==> config.mk <==
export PLATFORM = sky130hd
export DESIGN_NAME = max_uint64_serial_flat
export DESIGN_NICKNAME = d
export VERILOG_FILES = /design/src/rtl/max_uint64_serial_pkg.sv /design/src/rtl/max_uint64_serial_if.sv /design/src/rtl/max_uint64_serial_cmp_digit.sv /design/src/rtl/max_uint64_serial.sv /design/src/flat_wrapper.sv
export SDC_FILE = /design/constraint.sdc
export NUM_CORES = 1
export LEC_CHECK = 0
export BUFFER_PORTS_ARGS = -buffer_cell sky130_fd_sc_hd__clkbuf_2
export CAP_MARGIN = 10
export CORE_MARGIN = 5
export CORE_UTILIZATION = 50
export CTS_BUF_LIST = sky130_fd_sc_hd__clkbuf_8
export DETAILED_ROUTE_END_ITERATION = 8
export GPL_ROUTABILITY_DRIVEN = 0
export PLACE_DENSITY = 0.82
export SLEW_MARGIN = 20
export SYNTH_ARGS = -nofsm -noshare
export SYNTH_HDL_FRONTEND = slang
export SYNTH_SLANG_ARGS = --single-unit
==> constraint.sdc <==
create_clock -name clk -period 6.55 [get_ports clk]
set_clock_uncertainty 0.1 [all_clocks]
set_input_delay 0.3275 -clock clk [delete_from_list [all_inputs] [get_ports clk]]
set_output_delay 0.3275 -clock clk [all_outputs]
set_load 0.03 [all_outputs]
==> src/rtl/max_uint64_serial_pkg.sv <==
// Shared types and sizing helpers for the bit-serial unsigned max unit.
package max_uint_pkg;

    typedef enum logic [1:0] {
        IDLE = 2'd0,
        CMP  = 2'd1,
        DONE = 2'd2
    } state_t;

    localparam int WIDTH_DEF  = 64;
    localparam int DIGIT_DEF  = 4;

    function automatic int num_digits(input int width, input int digit);
        return width / digit;
    endfunction

    // A single-digit configuration still needs a 1-bit index register.
    function automatic int idx_width(input int n_digits);
        return (n_digits > 1) ? $clog2(n_digits) : 1;
    endfunction

    localparam int NUM_DIGITS_DEF = num_digits(WIDTH_DEF, DIGIT_DEF);
    localparam int IDX_W_DEF      = $clog2(NUM_DIGITS_DEF);

endpackage

==> src/rtl/max_uint64_serial_if.sv <==
// Operand-in / result-out valid-ready bus of the serial max unit.
interface max_uint64_serial_if #(
    parameter int WIDTH = 64
);
    logic             in_valid;
    logic             in_ready;
    logic [WIDTH-1:0] A;
    logic [WIDTH-1:0] B;
    logic             out_valid;
    logic             out_ready;
    logic [WIDTH-1:0] Y;
    logic             Y_sel;

    modport master (
        output in_valid, A, B, out_ready,
        input  in_ready, out_valid, Y, Y_sel
    );

    modport slave (
        input  in_valid, A, B, out_ready,
        output in_ready, out_valid, Y, Y_sel
    );
endinterface

==> src/rtl/max_uint64_serial_cmp_digit.sv <==
// One-digit unsigned comparator: gt means the B digit exceeds the A digit.
module cmp_digit_uint #(
    parameter int DIGIT = 4
) (
    input  logic [DIGIT-1:0] a,
    input  logic [DIGIT-1:0] b,
    output logic             gt,
    output logic             eq
);
    assign gt = (b > a);
    assign eq = (b == a);
endmodule

==> src/rtl/max_uint64_serial.sv <==
// Bit-serial MSB-first unsigned max. Define MAX_UINT_EARLY_EXIT_EN to stop the
// compare at the first differing digit; otherwise all digits are always walked.
module max_uint64_serial
    import max_uint_pkg::*;
#(
    parameter int WIDTH = 64,
    parameter int DIGIT = 4
) (
    input logic               clk,
    input logic               rst,
    max_uint64_serial_if.slave bus
);
    localparam int NUM_DIGITS = num_digits(WIDTH, DIGIT);
    localparam int IDX_W      = idx_width(NUM_DIGITS);

`ifdef MAX_UINT_EARLY_EXIT_EN
    localparam bit EARLY_EXIT = 1'b1;
`else
    localparam bit EARLY_EXIT = 1'b0;
`endif

    if ((WIDTH % DIGIT) != 0) begin : g_bad_width
        $error("WIDTH must be a multiple of DIGIT");
    end

    state_t             state;
    logic [WIDTH-1:0]   a_reg;
    logic [WIDTH-1:0]   b_reg;
    logic [IDX_W-1:0]   idx;
    logic               decided;
    logic               sel;

    logic [DIGIT-1:0]   a_digit;
    logic [DIGIT-1:0]   b_digit;
    logic               digit_gt;
    logic               digit_eq;
    logic               decide_now;
    logic               next_sel;
    logic               last_digit;

    // NOTE: every signal gets a default at the top of always_comb so no path
    // leaves it unassigned, which is what would otherwise infer a latch.
    always_comb begin
        a_digit    = a_reg[int'(idx)*DIGIT +: DIGIT];
        b_digit    = b_reg[int'(idx)*DIGIT +: DIGIT];
        decide_now = !decided && !digit_eq;
        next_sel   = decide_now ? digit_gt : sel;
        last_digit = (idx == '0) || (EARLY_EXIT && decide_now);
    end

    cmp_digit_uint #(.DIGIT(DIGIT)) u_cmp (
        .a  (a_digit),
        .b  (b_digit),
        .gt (digit_gt),
        .eq (digit_eq)
    );

    assign bus.in_ready = (state == IDLE);

    // NOTE: state is updated with non-blocking assignments so every register
    // samples pre-edge values, independent of statement order.
    always_ff @(posedge clk) begin
        if (rst) begin
            state         <= IDLE;
            idx           <= '0;
            decided       <= 1'b0;
            sel           <= 1'b0;
            bus.out_valid <= 1'b0;
            bus.Y         <= '0;
            bus.Y_sel     <= 1'b0;
        end else begin
            case (state)
                IDLE: begin
                    if (bus.in_valid) begin
                        // NOTE: operand registers are pure datapath, always
                        // loaded before use, so they carry no reset.
                        a_reg   <= bus.A;
                        b_reg   <= bus.B;
                        idx     <= IDX_W'(NUM_DIGITS - 1);
                        decided <= 1'b0;
                        sel     <= 1'b0;
                        state   <= CMP;
                    end
                end
                CMP: begin
                    if (decide_now) begin
                        decided <= 1'b1;
                        sel     <= digit_gt;
                    end
                    if (last_digit) begin
                        bus.Y         <= next_sel ? b_reg : a_reg;
                        bus.Y_sel     <= next_sel;
                        bus.out_valid <= 1'b1;
                        state         <= DONE;
                    end else begin
                        idx <= idx - 1'b1;
                    end
                end
                DONE: begin
                    if (bus.out_ready) begin
                        bus.out_valid <= 1'b0;
                        state         <= IDLE;
                    end
                end
                default: state <= IDLE;
            endcase
        end
    end
endmodule
==> src/flat_wrapper.sv <==
// flat-port wrapper written by rule: the top's interface ports become plain ports
module max_uint64_serial_flat import max_uint_pkg::*;
#(
    parameter int WIDTH = 64,
    parameter int DIGIT = 4
)
  (clk, rst, bus_in_valid, bus_A, bus_B, bus_out_ready, bus_in_ready, bus_out_valid, bus_Y, bus_Y_sel);
  max_uint64_serial_if #(.WIDTH(WIDTH)) bus_i ();
  input logic clk;
  input logic rst;
  input wire logic [$bits(bus_i.in_valid)-1:0] bus_in_valid;
  input wire logic [$bits(bus_i.A)-1:0] bus_A;
  input wire logic [$bits(bus_i.B)-1:0] bus_B;
  input wire logic [$bits(bus_i.out_ready)-1:0] bus_out_ready;
  output wire logic [$bits(bus_i.in_ready)-1:0] bus_in_ready;
  output wire logic [$bits(bus_i.out_valid)-1:0] bus_out_valid;
  output wire logic [$bits(bus_i.Y)-1:0] bus_Y;
  output wire logic [$bits(bus_i.Y_sel)-1:0] bus_Y_sel;
  assign bus_i.in_valid = bus_in_valid;
  assign bus_i.A = bus_A;
  assign bus_i.B = bus_B;
  assign bus_i.out_ready = bus_out_ready;
  assign bus_in_ready = bus_i.in_ready;
  assign bus_out_valid = bus_i.out_valid;
  assign bus_Y = bus_i.Y;
  assign bus_Y_sel = bus_i.Y_sel;
  max_uint64_serial #(.WIDTH(WIDTH), .DIGIT(DIGIT)) u_core (.clk(clk), .rst(rst), .bus(bus_i));
endmodule
Word-level counts from Yosys, hierarchy flattened
Index checks and enable logic that the tools add are counted.
{"block": "classes", "n_addsub": 1, "n_shift": 2, "eq_ne": 8, "n_mux": 16, "n_reduce_logical": 14, "n_bitwise": 1, "order_cmp": 1}
{"op": "64-bit by 7-bit variable part select with 4-bit output", "count": 2}
{"op": "64-bit two-way mux", "count": 1}
{"op": "3-bit AND reduction", "count": 5}
{"op": "4-bit two-way mux", "count": 2}
{"op": "4-bit case mux with 2 select lines", "count": 1}
{"op": "2-bit two-way mux", "count": 3}
{"op": "2-bit != test (second input constant)", "count": 3}
{"op": "1-bit case mux with 2 select lines", "count": 3}
{"op": "2-bit case mux with 3 select lines", "count": 1}
{"op": "1-bit two-way mux", "count": 5}
{"op": "4-bit == test", "count": 1}
{"op": "4-bit greater-than comparator", "count": 1}
{"op": "4-bit zero test", "count": 1}
{"op": "2-bit by 1-bit != test with 1-bit output (second input constant)", "count": 2}
{"op": "2-bit AND reduction", "count": 2}
{"op": "2-bit nonzero test", "count": 2}
{"op": "4-bit by 1-bit subtractor with 4-bit output (second input constant)", "count": 1}
{"op": "2-bit by 1-bit == test with 1-bit output (second input constant)", "count": 1}
{"op": "2-bit == test (second input constant)", "count": 1}
{"op": "1-bit zero test", "count": 2}
{"op": "2-bit zero test", "count": 1}
{"op": "1-bit logical AND", "count": 1}
{"op": "1-bit NOT", "count": 1}
{"block": "word_totals", "output_inout_bits": 67, "ff_bits": 202}

Logic depth before layout (Yosys ltp)
Gate-level depths: netlist (run 1).
{"block": "depth", "word_depth": 6, "depth_mapped": 14, "mapped_depth_nobuf": 10}

Modules after synthesis
From an unflattened synthesis (run 1), not the netlist that was laid out.
{"block": "unflattened", "hier_cells": 641, "area_unflattened_um2": 8428.1}
{"module": "max_uint64_serial", "seq_area_each_um2": 5325.1, "n_inst": 1, "cells_per_inst": 628, "area_each_um2": 8319.2}
{"module": "cmp_digit_uint", "seq_area_each_um2": 0.0, "n_inst": 1, "cells_per_inst": 13, "area_each_um2": 108.9}

Worst setup path after synthesis (run 1)
No wires, ideal clock.
{"block": "synth_timing", "path_type": "register to register", "startpoint": "register u_core.state[1]", "endpoint": "register u_core.a_reg[0], enable pin", "path_stages_with_launch": 4, "required_time_ns": 5.833, "arrival_time_ns": 6.394, "path_buffers": 0, "slack_ns": -0.562, "path_cell_list": "dfxtp_1 > nor2_1 > nand2_1 > nor2_1"}
{"block": "synth_via", "elab_chain_len": 2}
{"element": "start, declared", "line": "max_uint64_serial.sv:26", "source": "state_t state;"}
{"element": "start signal, assigned", "line": "max_uint64_serial.sv:64", "source": "state <= IDLE;"}
{"element": "start signal, assigned", "line": "max_uint64_serial.sv:82", "source": "state <= CMP;"}
{"element": "start signal, assigned", "line": "max_uint64_serial.sv:94", "source": "state <= DONE;"}
{"element": "2-bit zero test"}
{"element": "via bus_in_ready", "line": "flat_wrapper.sv:15", "source": "output wire logic [$bits(bus_i.in_ready)-1:0] bus_in_ready;"}
{"element": "3-bit AND reduction (no source line)"}
{"element": "end signal, assigned", "line": "max_uint64_serial.sv:77", "source": "a_reg <= bus.A;"}
{"element": "end, declared", "line": "max_uint64_serial.sv:27", "source": "logic [WIDTH-1:0] a_reg;"}
The timed path passes the listed nets, and every way through them passes these cells.
A chain may end at the register's enable or synchronous reset.

Final worst setup path (run 1)
{"block": "layout_timing", "startpoint": "register u_core.idx[1]", "endpoint": "register u_core.bus.Y[5]"}
{"block": "layout_via", "elab_chain_len": 6}
{"element": "start, declared", "line": "max_uint64_serial.sv:29", "source": "logic [IDX_W-1:0] idx;"}
{"element": "start signal, assigned", "line": "max_uint64_serial.sv:79", "source": "idx <= IDX_W'(NUM_DIGITS - 1);"}
{"element": "start signal, assigned", "line": "max_uint64_serial.sv:96", "source": "idx <= idx - 1'b1;"}
{"element": "branches (longest 6 deep; another with 4-bit greater-than comparator)"}
{"element": "end signal, assigned", "line": "max_uint64_serial.sv:91", "source": "bus.Y <= next_sel ? b_reg : a_reg;"}
{"element": "end, declared", "line": "max_uint64_serial_if.sv:21", "source": "output in_ready, out_valid, Y, Y_sel"}
Several ways; the timed one is not identified.

==> flow_summary.ini, run 1 <==
[finish]
drive_gt1_share_pct = 30.1
final-seq-area_um2 = 5330
syn2layout_area_growth_pct = 36.0
nFillCells = 1068
multi_input_area_um2 = 2610
most-common-layout-cells = 197 x clkbuf_2, 147 x nand2_1, 129 x dlygate4sd3_1, 128 x edfxtp_1, 74 x nor2_1
final_common_cell = clkbuf_2
fin_nets = 1086

[sta]
max_slew_margin_pct = 35.6
whs_ns = 0.192
finalSetupViolCount = 0
min_period_ns = 5.12
rsz0062_at_grt = no
worst_slew_pin_slew_ns = 0.966
fin_setup_tns_ns = 0
setup_ws_ns = 1.43
slew_violations = 0
clock.fmax_ghz = 0.195
hold_viol = 0
period_share_pct = 78.2

[synth]
netlist.area_leader.share_pct = 47.0
synth_top_area_cell = edfxtp_1
synth.distinct_cells = 38
avgSynthCellArea_um2 = 13.1
synth_nets = 763
synth_cells = 626
synth_seq_cells = 202
syn_area_um2 = 8190
synth-main-ff-cell = edfxtp_1
synthArstFlopShare_pct = 0
synth-edff-count = 128
ys_seq_area_share_pct = 65.1
synthTopCellsByArea = edfxtp_1 47%, dfxtp_1 18%, mux4_2 8.8%
yosys_warnings = 0

[clock_tree]
clkTransAtPathRegs_ns = 0.06
cts_resized = 0
cts_root_buf = clkbuf_8
cts_tree = yes
clkLatencyLatePin_ns = 0.56
cts_buffers = 31
clk_path_buf_depth = 3
post_cts_buffers = 0
clkSinkCount = 202
ctsHtreeMaxLevel = 1
hold_buffers = 129

[global_route]
antenna_found_initial = 1
track_usage_pct = 27.6
grt_pass1_vias = 7191
overflow = 0
grt_max_degree = 78
grt_first_pass_wirelength_um = 39800

[die]
rows = 46
core_area_um2 = 16000
die_area_um2 = 19000
fp.dieW_um = 138
die_h_um = 138
start_util_pct = 51.2
pin_count = 199

[critical_path]
critPathMaxFanout = 33
cp-end-kind = register
arrival_ns = 5.44
path_class = reg -> reg
critPathRequiredTime_ns = 6.87
cp-start-kind = register

[pwr]
power_mw = 3.50
power_leakage_nw = 4.34
p_per_area_nw_per_um2 = 314
vdd_ir_drop_max_v = 0.000200

[detailed_routing]
firstDrtPassIters = 8
dr.first_iter.drc_count = 791
wl_per_cell_um = 21.8
drt_wl_total_um = 26000
via_per_inst = 5.74
drc = 0
postRouteAntennaNets = 0
vias = 6838

[run]
max-cap-violations = 0

[placed_design]
pre_cts_slack_ns = 1.84
portBuffers = 198
dpl.hpwl_um = 15000

[hold_path]
min_path_type = in -> reg

[status]
status = complete, no violations
-- layer usage --
| metal | share of wire, % | global-route usage [%] | wire length (µm) | vias up |
|---|---|---|---|---|
| li1 | - | - | - | 2991 |
| met1 | 35 | 33.0 | 8990 | 3243 |
| met2 | 50 | 47.0 | 13100 | 495 |
| met3 | 9.6 | 6.20 | 2500 | 109 |
| met4 | 5.3 | 14.2 | 1390 | 0 |
| met5 | 0 | 0 | 0 | - |
-- worst paths after layout --
path,from,endpoint,slack (ns),depth (start not counted)
worst min register to register,u_core.bus.Y[6]$_SDFFE_PP0P_,u_core.bus.Y[6]$_SDFFE_PP0P_,0.39,2
worst max-delay path,u_core.idx[1]$_SDFFE_PP0P_,u_core.bus.Y[5]$_SDFFE_PP0P_,1.43,12
worst max register to register,u_core.idx[1]$_SDFFE_PP0P_,u_core.bus.Y[5]$_SDFFE_PP0P_,1.43,12
worst min-delay path,bus_in_valid,u_core.idx[3]$_SDFFE_PP0P_,0.19,3
-- cell type report --
class	instances	area share, %
timing repair buffer	337	21.2
sequential	202	47.8
antenna	1	0.0225
clock inverter	24	0.876
multi-input combinational	375	23.4
clock buffer	34	4.20
inverter	2	0.0674
tap	216	2.43
-- power by group --
part,internal (mW),switching [mW]
logic,0.350,0.653
clock network,0.475,0.491
registers,1.45,0.0837
-- kinds of logic (layout without fill, tap and decap cells) --
group                      count (synthesis)  count (layout)  synth area share (%)
and+or+nand+nor                          240             240                  11.6
DFF                                      202             202                  65.1
AOI/OAI and AO/OA                         90              90                  9.46
buffers and inverters                     49             397                  3.29
muxes                                     39              39                  9.72
adders and majority gates                  5               5                 0.764
xor gates and xnor gates                   1               1                 0.107
other                                      0               1                     0
-- metrics by stage --
stage          std cells  cell area, µm²  utilization (%)
5_1_grt             1191           11100             69.6
6_report            1191           11100             69.6
2_1_floorplan        626            8190                -
3_5_place_dp        1003            9280             58.0
4_1_cts             1190           11100             69.6
3_3_place_gp        1003            9280             58.0
-- worst max-delay path, stage by stage (launching register included) --
cell and delay [ns]:
dfxtp_1 0.89, buf_4 0.37, clkinv_1 0.32, and2_1 0.25, a211oi_1 0.35, a21oi_1 0.10
ha_1 0.33, nand4_1 0.15, and2b_1 0.27, o22ai_4 0.75, buf_4 0.50, nand2_1 0.13
a311oi_1 0.45
-- synthesized netlist by cell type (2+ instances only) --
master	instances
a311oi_2	6
edfxtp_1	128
a21oi_1	10
buf_1	4
and2_1	2
clkbuf_1	16
a211oi_1	5
mux2_2	4
buf_6	7
and2b_1	2
mux2i_1	3
nor2_1	75
dfxtp_1	74
o21ai_1	2
buf_2	17
nor2b_1	3
nand2b_1	2
a311oi_1	59
a31oi_1	3
buf_4	3
nand3_1	3
ha_1	5
nand2_1	147
mux4_2	32
No activity file was read; power rests on OpenSTA's default activity.
==> run 2: changes to the inputs <==
--- a/config.mk
+++ b/config.mk
@@ -5,14 +5,15 @@
 export SDC_FILE = /design/constraint.sdc
 export NUM_CORES = 1
 export LEC_CHECK = 0
+export ABC_AREA = 1
 export BUFFER_PORTS_ARGS = -buffer_cell sky130_fd_sc_hd__clkbuf_2
 export CAP_MARGIN = 10
 export CORE_MARGIN = 5
-export CORE_UTILIZATION = 50
+export CORE_UTILIZATION = 56
 export CTS_BUF_LIST = sky130_fd_sc_hd__clkbuf_8
 export DETAILED_ROUTE_END_ITERATION = 8
 export GPL_ROUTABILITY_DRIVEN = 0
-export PLACE_DENSITY = 0.82
+export PLACE_DENSITY = 0.86
 export SLEW_MARGIN = 20
 export SYNTH_ARGS = -nofsm -noshare
 export SYNTH_HDL_FRONTEND = slang
==> constraint.sdc (replaced) <==
create_clock -name clk -period 4.9 [get_ports clk]
set_clock_uncertainty 0.1 [all_clocks]
set_input_delay 0.245 -clock clk [delete_from_list [all_inputs] [get_ports clk]]
set_output_delay 0.245 -clock clk [all_outputs]
set_load 0.03 [all_outputs]
==> flow_summary.ini, run 2 <==
[placed_design]
dpl.hpwl_um = 17200
portBuffers = 198

[hold_path]
min_path_type = in -> reg

[clock_tree]
clkSinkCount = 202
cts_buffers = 34
clkTransAtPathRegs_ns = 0.07
cts_tree = yes
cts_root_buf = clkbuf_8
clk_path_buf_depth = 3
clkLatencyLatePin_ns = 0.54
ctsHtreeMaxLevel = 2

[sta]
slew_violations = 0
period_share_pct = 81.9
fin_setup_tns_ns = 0
finalSetupViolCount = 0
min_period_ns = 4.01
max_slew_margin_pct = 24.2
worst_slew_pin_slew_ns = 1.14
clock.fmax_ghz = 0.249
hold_viol = 0
rsz0062_at_grt = no

[detailed_routing]
wl_per_cell_um = 19.5
drt_wl_total_um = 29700
vias = 8662
via_per_inst = 5.69
drc = 0
dr.first_iter.drc_count = 1207
postRouteAntennaNets = 0
firstDrtPassIters = 8

[synth]
synth_seq_cells = 202
synth.distinct_cells = 31
synth-edff-count = 128
ys_seq_area_share_pct = 59.9
yosys_warnings = 0
netlist.area_leader.share_pct = 43.2
synth_cells = 973
synthTopCellsByArea = edfxtp_1 43%, dfxtp_1 17%, nand3_1 7.9%
yosysMostFrequentCell = nand2_1
synth_top_area_cell = edfxtp_1
syn_area_um2 = 8890
synth_common_cells = 172 x nand2_1, 141 x nand3_1, 128 x edfxtp_1
synth_nets = 1110
avgSynthCellArea_um2 = 9.14
synth-main-ff-cell = edfxtp_1
synthArstFlopShare_pct = 0

[die]
die_area_um2 = 18500
pin_count = 199
rows = 46
core_area_um2 = 15700
start_util_pct = 56.6
fp.dieW_um = 136
die_h_um = 136

[finish]
num_antenna_cells = 0
fin_nets = 1419
most-common-layout-cells = 198 x clkbuf_2, 172 x nand2_1, 141 x nand3_1, 129 x dlygate4sd3_1, 128 x edfxtp_1
drive_gt1_share_pct = 20.7
final-seq-area_um2 = 5330
nFillCells = 1026
final_common_cell = clkbuf_2
syn2layout_area_growth_pct = 33.5
multi_input_area_um2 = 2800

[critical_path]
ff2ff_setup_slack_ns = 0.89
cp-start-kind = register
critPathMaxFanout = 62
arrival_ns = 4.27
cp-end-kind = register
critPathRequiredTime_ns = 5.16
path_class = reg -> reg

[pwr]
power_leakage_nw = 5.25
power_mw = 5.18
p_per_area_nw_per_um2 = 436
vdd_ir_drop_max_v = 0.000542

[global_route]
track_usage_pct = 32.2
grt_max_degree = 102
grt_first_pass_wirelength_um = 45800
overflow = 0
antenna_found_initial = 0
grt_pass1_vias = 8527

[status]
status = complete, no violations

[run]
max-cap-violations = 0
## run 2: area by class of cell
cell class | count | share of cell area, %
sequential | 202 | 44.9
clock buffer | 37 | 4.29
timing repair buffer | 338 | 20.1
inverter | 111 | 3.51
multi-input combinational | 595 | 23.6
clock inverter | 23 | 1.32
tap | 216 | 2.28
## run 2: critical path, stage by stage, from the launching register on
cell and delay (ns):
dfxtp_2 0.33, buf_4 0.48, nor2_1 0.35, nand2_1 0.12, o311ai_0 0.11, o21ai_0 0.37
nand2_1 0.11, ha_1 0.31, nand2_1 0.10, nor2_4 0.05, nor2_2 0.11, nand3_2 0.09
nand2_2 0.48, buf_12 0.30, nand2_1 0.13, nand3_1 0.12, a21oi_1 0.12
## run 2: final timing paths
check,start,to,cells past startpoint
setup / recovery,u_core.idx[0]$_SDFFE_PP0P_,u_core.bus.Y[16]$_SDFFE_PP0P_,16
hold / removal,rst,u_core.b_reg[46]$_DFFE_PP_,2
setup reg to reg,u_core.idx[0]$_SDFFE_PP0P_,u_core.bus.Y[16]$_SDFFE_PP0P_,16
hold reg to reg,u_core.bus.Y[61]$_SDFFE_PP0P_,u_core.bus.Y[61]$_SDFFE_PP0P_,2
## run 2: cells by family (layout without fill, tap and decap cells)
kind of cell | after synthesis | in the layout | synth area share (%)
XOR/XNOR | 1 | 1 | 0.0985
AO/OA/AOI/OAI | 166 | 166 | 10.2
flip-flops | 202 | 202 | 59.9
AND/OR/NAND/NOR | 423 | 423 | 20.3
buffers and inverters | 176 | 509 | 8.74
adder cells (fa/ha/maj) | 5 | 5 | 0.704
## run 2: repair_timing
action | in CTS | in global routing
buffers inserted | 0 | 0
hold buffers | 129 | 0
endpoints found under the hold margin | 130 | 0
gates resized for setup | 0 | 0
## run 2: stage by stage
step / std cells / cell area [µm²] / hold slack, ns / setup slack (ns) / util (%)
floorplan: 973 / 8900 / 0.244 / 1.35 / -
global placement: 1333 / 9910 / 0.323 / 1.28 / 63.1
detailed placement: 1333 / 9910 / 0.324 / 1.14 / 63.1
CTS: 1522 / 11900 / 0.0995 / 1.10 / 75.5
global route: 1522 / 11900 / 0.133 / 0.675 / 75.5
finish: 1522 / 11900 / 0.120 / 0.887 / 75.5
## run 2: layer usage
metal,track usage [%],vias up,part of all wire (%)
li1,-,3876,-
met1,39.8,3869,35
met2,51.1,730,46
met3,8.33,187,12
met4,19.1,0,6.3
met5,0,-,0
## run 2: report_power, final
part | leakage, nW | switching, mW | internal [mW] | total, mW
sequential | 1.79 | 0.0827 | 1.94 | 2.02
clock | 0.371 | 0.715 | 0.807 | 1.52
combinational | 3.09 | 1.13 | 0.500 | 1.63
total | 5.25 | 1.93 | 3.24 | 5.18
